===== config.mk =====
export PLATFORM = sky130hd
export DESIGN_NAME = if_fetch_stage_flat
export DESIGN_NICKNAME = d
export VERILOG_FILES = /design/src/rtl/fetch_pkg.sv /design/src/rtl/if_fetch_stage_if.sv /design/src/rtl/fetch_hold_buf.sv /design/src/rtl/if_fetch_stage.sv /design/src/flat_wrapper.sv
export SDC_FILE = /design/constraint.sdc
export NUM_CORES = 1
export LEC_CHECK = 0
export CAP_MARGIN = 20
export CORE_ASPECT_RATIO = 0.6
export CORE_MARGIN = 4
export CORE_UTILIZATION = 50
export CTS_BUF_LIST = sky130_fd_sc_hd__clkbuf_8
export CTS_CLUSTER_DIAMETER = 60
export DETAILED_ROUTE_END_ITERATION = 10
export PLACE_DENSITY = 0.76
export SYNTH_ARGS = -nofsm -noshare
export SYNTH_HDL_FRONTEND = slang
export SYNTH_HIERARCHICAL = 1
export SYNTH_SLANG_ARGS = --single-unit

===== constraint.sdc =====
create_clock -name clk -period 4.55 [get_ports clk]
set_input_delay 0.91 -clock clk [delete_from_list [all_inputs] [get_ports clk]]
set_output_delay 0.91 -clock clk [all_outputs]
set_load 0.05 [all_outputs]

===== src/rtl/fetch_pkg.sv =====
// Shared types and constants for the instruction-fetch stage.
package fetch_pkg;

  typedef enum logic [1:0] {
    FETCH = 2'd0,
    HOLD  = 2'd1,
    DRAIN = 2'd2
  } fetch_state_e;

  localparam logic [31:0] NOP_INSTR = 32'h0000_0000;
  localparam logic [31:0] PC_STEP   = 32'd4;

  // Opcodes of the control-transfer instructions resolved in ID.
  localparam logic [5:0] BEQ = 6'b000100;
  localparam logic [5:0] BNE = 6'b000101;
  localparam logic [5:0] J   = 6'b000010;

  // Instruction addresses are always word aligned.
  function automatic logic [31:0] word_align(input logic [31:0] addr);
    return {addr[31:2], 2'b00};
  endfunction

endpackage


===== src/rtl/if_fetch_stage_if.sv =====
// Instruction-memory request/response bundle between fetch stage and memory.
interface if_fetch_stage_if;
  logic        imem_req;
  logic [31:0] imem_addr;
  logic        imem_ready;
  logic [31:0] imem_rdata;

  modport master (
    output imem_req,
    output imem_addr,
    input  imem_ready,
    input  imem_rdata
  );

  modport slave (
    input  imem_req,
    input  imem_addr,
    output imem_ready,
    output imem_rdata
  );
endinterface


===== src/rtl/fetch_hold_buf.sv =====
// One-entry buffer holding a word fetched while the pipeline is stalled.
module fetch_hold_buf
  import fetch_pkg::*;
(
  input  logic        clk,
  input  logic        rst,
  input  logic        load_i,
  input  logic        clr_i,
  input  logic [31:0] instr_i,
  input  logic [31:0] pc4_i,
  output logic [31:0] instr_o,
  output logic [31:0] pc4_o
);

  logic [31:0] instr_q;
  logic [31:0] pc4_q;

  // Clear dominates load so a redirect always drops the buffered word.
  always_ff @(posedge clk) begin
    if (!rst || clr_i) begin
      instr_q <= NOP_INSTR;
      pc4_q   <= 32'h0;
    end else if (load_i) begin
      instr_q <= instr_i;
      pc4_q   <= pc4_i;
    end
  end

  assign instr_o = instr_q;
  assign pc4_o   = pc4_q;

endmodule


===== src/rtl/if_fetch_stage.sv =====
// Instruction-fetch stage: PC, imem handshake and IF/ID register.
// Optional performance counters are enabled with the IF_PERF_CNT_EN macro.
module if_fetch_stage
  import fetch_pkg::*;
#(
  parameter logic [31:0] RESET_PC = 32'h0000_0000
) (
  input  logic                clk,
  input  logic                rst,
  input  logic                pc_write,
  input  logic                IF_ID_write,
  input  logic                redirect,
  input  logic [31:0]         redirect_pc,
  if_fetch_stage_if.master    imem,
  output logic [31:0]         IF_ID_instr,
  output logic [31:0]         IF_ID_pc4,
  output logic                IF_ID_valid,
`ifdef IF_PERF_CNT_EN
  output logic [31:0]         stall_cycles,
  output logic [31:0]         flush_count,
`endif
  output logic                fetch_busy
);

  fetch_state_e state_q, state_d;
  logic [31:0]  pc_q, pc_d;
  logic [31:0]  tgt_q, tgt_d;
  logic [31:0]  instr_q, instr_d;
  logic [31:0]  pc4_q, pc4_d;
  logic         valid_q, valid_d;

  logic         stall, redir_ok, req;
  logic [31:0]  pc_plus4, redir_tgt;
  logic         buf_load, buf_clr;
  logic [31:0]  buf_instr, buf_pc4;

  assign stall     = !pc_write || !IF_ID_write;
  assign redir_ok  = redirect && !stall;
  assign pc_plus4  = pc_q + PC_STEP;
  assign redir_tgt = word_align(redirect_pc);

  // Request stays up through DRAIN so an in-flight transfer is never withdrawn.
  assign req             = rst && (state_q != HOLD);
  assign imem.imem_req   = req;
  assign imem.imem_addr  = pc_q;
  assign fetch_busy      = (state_q == FETCH) && req && !imem.imem_ready;
  assign IF_ID_instr     = instr_q;
  assign IF_ID_pc4       = pc4_q;
  assign IF_ID_valid     = valid_q;

  fetch_hold_buf u_hold_buf (
    .clk     (clk),
    .rst     (rst),
    .load_i  (buf_load),
    .clr_i   (buf_clr),
    .instr_i (imem.imem_rdata),
    .pc4_i   (pc_plus4),
    .instr_o (buf_instr),
    .pc4_o   (buf_pc4)
  );

  // Next-state, PC and IF/ID update: redirect > stall > advance.
  always_comb begin
    state_d  = state_q;
    pc_d     = pc_q;
    tgt_d    = tgt_q;
    instr_d  = instr_q;
    pc4_d    = pc4_q;
    valid_d  = valid_q;
    buf_load = 1'b0;
    buf_clr  = 1'b0;
    if (redir_ok) begin
      instr_d = NOP_INSTR;
      pc4_d   = 32'h0;
      valid_d = 1'b0;
      buf_clr = 1'b1;
    end
    unique case (state_q)
      FETCH: begin
        if (redir_ok) begin
          if (imem.imem_ready) begin
            pc_d = redir_tgt;
          end else begin
            tgt_d   = redir_tgt;
            state_d = DRAIN;
          end
        end else if (imem.imem_ready) begin
          if (!stall) begin
            instr_d = imem.imem_rdata;
            pc4_d   = pc_plus4;
            valid_d = 1'b1;
            pc_d    = pc_plus4;
          end else begin
            buf_load = 1'b1;
            state_d  = HOLD;
          end
        end
      end
      HOLD: begin
        if (redir_ok) begin
          pc_d    = redir_tgt;
          state_d = FETCH;
        end else if (!stall) begin
          instr_d = buf_instr;
          pc4_d   = buf_pc4;
          valid_d = 1'b1;
          pc_d    = buf_pc4;
          state_d = FETCH;
        end
      end
      DRAIN: begin
        if (redir_ok) begin
          tgt_d = redir_tgt;
        end
        // Completing the discarded transfer is not an advance, so stall does not gate it.
        if (imem.imem_ready) begin
          pc_d    = redir_ok ? redir_tgt : tgt_q;
          state_d = FETCH;
        end
      end
      default: state_d = FETCH;
    endcase
  end

  // Pipeline state registers with synchronous active-low reset.
  always_ff @(posedge clk) begin
    if (!rst) begin
      state_q <= FETCH;
      pc_q    <= RESET_PC;
      tgt_q   <= 32'h0;
      instr_q <= NOP_INSTR;
      pc4_q   <= 32'h0;
      valid_q <= 1'b0;
    end else begin
      state_q <= state_d;
      pc_q    <= pc_d;
      tgt_q   <= tgt_d;
      instr_q <= instr_d;
      pc4_q   <= pc4_d;
      valid_q <= valid_d;
    end
  end

`ifdef IF_PERF_CNT_EN
  logic [31:0] stall_cnt_q, flush_cnt_q;

  // Free-running wrap-around stall and flush counters.
  always_ff @(posedge clk) begin
    if (!rst) begin
      stall_cnt_q <= 32'h0;
      flush_cnt_q <= 32'h0;
    end else begin
      if (stall)    stall_cnt_q <= stall_cnt_q + 32'd1;
      if (redir_ok) flush_cnt_q <= flush_cnt_q + 32'd1;
    end
  end

  assign stall_cycles = stall_cnt_q;
  assign flush_count  = flush_cnt_q;
`endif

endmodule

===== src/flat_wrapper.sv =====
// flat-port wrapper written by rule: the top's interface ports become plain ports
module if_fetch_stage_flat import fetch_pkg::*;
#(
  parameter logic [31:0] RESET_PC = 32'h0000_0000
)
  (clk, rst, pc_write, IF_ID_write, redirect, redirect_pc, IF_ID_instr, IF_ID_pc4, IF_ID_valid, fetch_busy, imem_imem_req, imem_imem_addr, imem_imem_ready, imem_imem_rdata);
  if_fetch_stage_if imem_i ();
  input  logic clk;
  input  logic rst;
  input  logic pc_write;
  input  logic IF_ID_write;
  input  logic redirect;
  input  logic [31:0] redirect_pc;
  output logic [31:0] IF_ID_instr;
  output logic [31:0] IF_ID_pc4;
  output logic IF_ID_valid;
  output logic fetch_busy;
  output wire logic [$bits(imem_i.imem_req)-1:0] imem_imem_req;
  output wire logic [$bits(imem_i.imem_addr)-1:0] imem_imem_addr;
  input wire logic [$bits(imem_i.imem_ready)-1:0] imem_imem_ready;
  input wire logic [$bits(imem_i.imem_rdata)-1:0] imem_imem_rdata;
  assign imem_imem_req = imem_i.imem_req;
  assign imem_imem_addr = imem_i.imem_addr;
  assign imem_i.imem_ready = imem_imem_ready;
  assign imem_i.imem_rdata = imem_imem_rdata;
  if_fetch_stage #(.RESET_PC(RESET_PC)) u_core (.clk(clk), .rst(rst), .pc_write(pc_write), .IF_ID_write(IF_ID_write), .redirect(redirect), .redirect_pc(redirect_pc), .imem(imem_i), .IF_ID_instr(IF_ID_instr), .IF_ID_pc4(IF_ID_pc4), .IF_ID_valid(IF_ID_valid), .fetch_busy(fetch_busy));
endmodule

==> results of run 1 <==
-- through the flow --
| stage | worst slack, ps | power (uW) | instances | utilization (%) |
|---|---|---|---|---|
| 2_1_floorplan | 1440 | 2660 | 1246 | - |
| 3_3_place_gp | 887 | 3030 | 1604 | 60.0 |
| 3_5_place_dp | 867 | 3050 | 1604 | 60.0 |
| 4_1_cts | 858 | 4320 | 1636 | 62.2 |
| 5_1_grt | 739 | 4490 | 1636 | 62.2 |
| 6_report | 829 | 4340 | 1636 | 62.2 |
-- logic make-up after synthesis --
kind of cell             count (synthesis)  share of synthesized area, %
buffers and inverters                  139                          6.49
flip-flops                             195                          37.9
multiplexers                           101                          9.87
adder cells (fa/ha/maj)                  5                         0.608
AND/OR/NAND/NOR                        447                          20.9
AO/OA/AOI/OAI                          344                          22.9
XOR/XNOR                                15                          1.28
-- registers in the layout (all words and copies together) (netlist names) --
signal / cells
u_core/tgt_q: 32
u_core/imem.imem_addr: 32
u_core/IF_ID_instr: 32
u_core/state_q: 2
u_core/IF_ID_pc4: 32
u_core/u_hold_buf/instr_o: 32
u_core/u_hold_buf/pc4_o: 32
u_core/IF_ID_valid: 1
-- critical path, delay by kind of cell --
family / cells / cell delay, ps
buf+inv: 2 / 1450
simple gates: 2 / 450
-- worst max-delay path by stage --
| stage | startpoint | endpoint | cells after the start |
|---|---|---|---|
| 6_report | imem_imem_ready | fetch_busy | 4 |
| 4_1_cts | imem_imem_ready | fetch_busy | 4 |
| 5_1_grt | imem_imem_ready | fetch_busy | 4 |
| 3_5_place_dp | imem_imem_ready | fetch_busy | 4 |
| 3_3_place_gp | imem_imem_ready | fetch_busy | 4 |
| 2_1_floorplan | rst | imem_imem_req | 5 |
-- cell type report --
type / instances / share of cell area, %
clock buffer: 18 / 1.98
clock inverter: 14 / 1.61
inverter: 23 / 0.699
multi-input combinational: 912 / 45.9
sequential: 195 / 31.2
tap: 273 / 2.73
timing repair buffer: 201 / 15.9
-- cell usage after synthesis (14+ instances only) --
cell / n
dfxtp_1: 195
nor2_1: 151
nand2_1: 128
a21oi_1: 122
mux2i_1: 97
clkbuf_1: 61
a222oi_1: 41
o21ai_0: 37
nand3_1: 34
buf_2: 29
nor3_1: 23
inv_1: 21
nand4_1: 18
o221ai_1: 17
a31oi_1: 14
nor4_1: 14
xnor2_1: 14
-- routing by layer --
| metal | vias up | track usage (%) |
|---|---|---|
| met2 | 779 | 42.6 |
| met1 | 5003 | 45.8 |
| met4 | 0 | 8.09 |
| met5 | - | 0 |
| li1 | 4804 | - |
| met3 | 63 | 8.85 |
-- power by group through the flow --
stage / combinational, uW / clock [uW] / sequential, uW
finish: 1160 / 1290 / 1900
global route: 1220 / 1360 / 1910
CTS: 1130 / 1300 / 1890
detailed placement: 1120 / 0 / 1930
global placement: 1110 / 0 / 1930
floorplan: 605 / 0 / 2050
==> metrics.csv, run 1 <==
metric,value,unit
hold_violations,0,
ios,169,
switching_share,35.3,%
yosys_register_bits,195,
whs,457,ps
synth_top_area_share,37.9,%
clkPwrFrac,29.6,%
vias_per_cell,6.51,
syn_area,10300,um^2
fmax,269,MHz
die_w,193,um
worst_slew_pin_slew,1180,ps
r2r_slack,1350,ps
slowest_stage,clkdlybuf4s50_1,
cts_tree,built,
die_area,23000,um^2
cp.required,3640,ps
path_common_cell,clkdlybuf4s50_1,
grt_pass1_vias,9763,
cts_resized,0,
hold_depth,2,
worstPathArrival,2810,ps
dr.pass1.iters,8,
numPortBuffers,166,
placed_area,12100,um^2
nNetsFinal,1425,
combPwrFrac,26.7,%
synth_edf_count,0,
path_cells,clkdlybuf4s50_1 -> nor2b_1 -> and3_1 -> clkdlybuf4s50_1,
synth-main-ff-cell,dfxtp_1,
yosys-top-cells-area,"dfxtp_1 38%, mux2i_1 9.4%, a21oi_1 5.9%",
grt_pass1_wl,55200,um
period_share,81.8,%
setup_violations,0,
yosysSeqAreaShare,37.9,%
startpoint_type,primary input,
p_per_area,347,nW/um^2
drive_gt1_share,8.07,%
remaining_drc_errors,0,
finalSetupTns,0,ps
hold_path_end,u_core/IF_ID_pc4[6],
skew,22.3,ps
ant_nets,0,
r2r-end,u_core/IF_ID_pc4[9],
die_h,119,um
grt_max_degree,90,
postCtsSetupRepairBufs,0,
cts_root_buffer,clkbuf_8,
rr_startpoint,u_core/state_q[1],
worstHoldStart,u_core/IF_ID_pc4[6],
seq_area,3900,um^2
wl_per_cell,22.2,um
antenna_found_initial,0,
fin_area,12500,um^2
ctsHoldBuffers,0,
critPathKind,primary input to output port,
async_flop_share,0,%
synth_top_area_cell,dfxtp_1,
routed_wl,36300,um
clock_latency,490,ps
fill_cells,1741,
rsz0062_at_grt,no,
status,completed,
overflow,0,
highest_layer,met4,
syn_avg_cell_area,8.26,um^2
slew_headroom,21.0,%
final_cell_mix,"195 x dfxtp_1, 165 x clkdlybuf4s50_1, 150 x nor2_1",
wl_met2,14800,um
multi_input_area,5740,um^2
fp-row-count,40,
vias,10600,
synth.distinct_cells,86,
wl_met1,15600,um
slew_viol_final,0,
p_leak,0.00438,uW
yosys_warnings,6,
clk_pin_slew,100,ps
clock_sinks,195,
netlist_instances,1246,
switchingPower,1530,uW
drtIter0Drc,1407,
pwr-share-seq,43.7,%
peakVddDrop,0.000213,V
start_util,51.1,%
gp_congestion,0.966,
synth_nets,1321,
cpPeakStageDelay,800,ps
cts_buffer_depth,2,
antenna_cells,0,
drv_cap,0,
area_growth,21.7,%
r2r_cells,9,
wl_met3,5190,um
worstSetupEndpointType,output port,
final_common_cell,dfxtp_1,
hold_class,register to register,
track_usage,30.5,%
core,20100,um^2
numCtsBuffers,17,
period_needed,3720,ps
htreeDepth,4,
internal_power,2810,uW
worst-path-max-fanout,12,
hpwl,24000,um
No activity file was read; power rests on OpenSTA's default activity.
==> run 2: changes to the inputs <==
PLACE_DENSITY = 0.79   (was 0.76)
clock period = 3 ns   (was 4.55 ns; I/O delays follow)
==> metrics.csv, run 2 (synthesis gave the netlist of run 1 again) <==
metric,value,unit,change
p_leak,0.00461,uW,was 0.00438 uW
rr_startpoint,u_core/imem.imem_addr[11],,was u_core/state_q[1]
die_h,119,um,unchanged
r2r-end,u_core/u_hold_buf/pc4_o[27],,was u_core/IF_ID_pc4[9]
final_common_cell,dfxtp_1,,unchanged
worstSetupEndpointType,output port,,unchanged
fp-row-count,40,,unchanged
htreeDepth,4,,unchanged
wl_per_cell,22.4,um,was 22.2 um
worst_slack,167,ps,was 829 ps
clk_pin_slew,90,ps,was 100 ps
startpoint_type,register,,was primary input
gp_congestion,1.01,,was 0.966
hpwl,26200,um,was 24000 um
drtIter0Drc,1547,,was 1407
numPortBuffers,166,,unchanged
hold_violations,0,,unchanged
fill_cells,1689,,was 1741
worstPathArrival,2230,ps,was 2810 ps
rsz0062_at_grt,no,,unchanged
whs,461,ps,was 457 ps
r2r_slack,460,ps,was 1350 ps
grt_max_degree,65,,was 90
ios,169,,unchanged
vias_per_cell,6.43,,was 6.51
area_growth,25.1,%,was 21.7%
routed_wl,37400,um,was 36300 um
slew_headroom,58.3,%,was 21.0%
ant_nets,0,,unchanged
start_util,51.1,%,unchanged
hold_path_end,u_core/tgt_q[13],,was u_core/IF_ID_pc4[6]
peakVddDrop,0.000323,V,was 0.000213 V
die_area,23000,um^2,unchanged
setup_violations,0,,unchanged
r2r_cells,7,,was 9
antenna_cells,0,,unchanged
fmax,353,MHz,
numCtsBuffers,17,,unchanged
antenna_found_initial,0,,unchanged
ctsHoldBuffers,0,,unchanged
overflow,0,,unchanged
slew_viol_final,0,,unchanged
postCtsSetupRepairBufs,0,,unchanged
cp.required,2400,ps,was 3640 ps
fin_cells,1674,,was 1636
fin_area,12900,um^2,was 12500 um^2
cts_root_buffer,clkbuf_8,,unchanged
clock_latency,500,ps,was 490 ps
worstHoldStart,u_core/tgt_q[13],,was u_core/IF_ID_pc4[6]
nNetsFinal,1464,,was 1425
die_w,193,um,unchanged
period_share,94.4,%,
p_per_area,519,nW/um^2,was 347 nW/um^2
grt_pass1_vias,9904,,was 9763
finalSetupTns,0,ps,unchanged
track_usage,31.8,%,was 30.5%
critPathKind,register to output port,,was primary input to output port
hold_class,register to register,,unchanged
cts_buffer_depth,2,,unchanged
clock_sinks,195,,unchanged
placed_cells,1643,,was 1604
status,completed,,unchanged
dr.pass1.iters,9,,was 8
drive_gt1_share,10.6,%,was 8.07%
placed_area,12400,um^2,was 12100 um^2
worst_slew_pin_slew,626,ps,was 1180 ps
vias,10800,,was 10600
core,20100,um^2,unchanged
cts_tree,built,,unchanged
grt_pass1_wl,57300,um,was 55200 um
remaining_drc_errors,0,,unchanged
drv_cap,0,,unchanged
final_cell_mix,"195 x dfxtp_1, 164 x clkdlybuf4s50_1, 150 x nor2_1",,"was 195 x dfxtp_1, 165 x clkdlybuf4s50_1, 150 x nor2_1"
pre_cts_ws,124,ps,was 867 ps
period_needed,2830,ps,
worst-path-max-fanout,17,,was 12
hold_depth,2,,unchanged
skew,20.3,ps,was 22.3 ps
-- run 2: worst max path at each step --
stage | from | end | slack, ps | depth (start not counted)
finish | u_core/state_q[1] | fetch_busy | 170 | 6
global placement | pc_write | u_core/IF_ID_pc4[2] | 160 | 8
global route | u_core/state_q[1] | fetch_busy | 30 | 6
floorplan | rst | imem_imem_req | 510 | 5
CTS | u_core/state_q[0] | fetch_busy | 100 | 6
detailed placement | pc_write | u_core/IF_ID_instr[31] | 120 | 8
-- run 2: final cells by class --
cell class	instances	area (um^2)	area share, %
clock inverters	10	154	1.20
clock buffers	21	289	2.24
well taps	273	342	2.65
multi-input cells	912	5750	44.6
inverters	23	87.6	0.680
repair buffers	240	2350	18.3
flip-flops and latches	195	3900	30.3
-- run 2: metrics by stage --
step / utilization [%] / power, uW
floorplan: - / 4030
global placement: 61.8 / 4710
detailed placement: 61.8 / 4750
CTS: 64.0 / 6650
global route: 64.0 / 6910
finish: 64.0 / 6680
-- run 2: layer usage --
layer	up-vias	wire length, um	track usage (%)
li1	4883	-	-
met3	64	5330	8.79
met1	5043	16400	48.4
met5	-	0	0
met4	0	757	9.28
met2	776	14900	43.3
-- run 2: power breakdown --
group          switching [uW]  internal (uW)  total (uW)  leakage (uW)
registers                 160           2720        2880       0.00158
clock network             936            987        1920      0.000231
logic                    1200            682        1880       0.00279
-- run 2: what timing repair did --
| action | CTS | global route |
|---|---|---|
| resized for setup | 0 | 2 |
| endpoints found under the hold margin | 0 | 0 |
| endpoints found under the setup margin | 0 | 1 |
-- run 2: critical path, stage by stage (launching register included) --
cell     delay [ps]
dfxtp_1         440
inv_1            90
ha_1            330
inv_1           170
buf_6           260
and3_1          240
buf_4           210
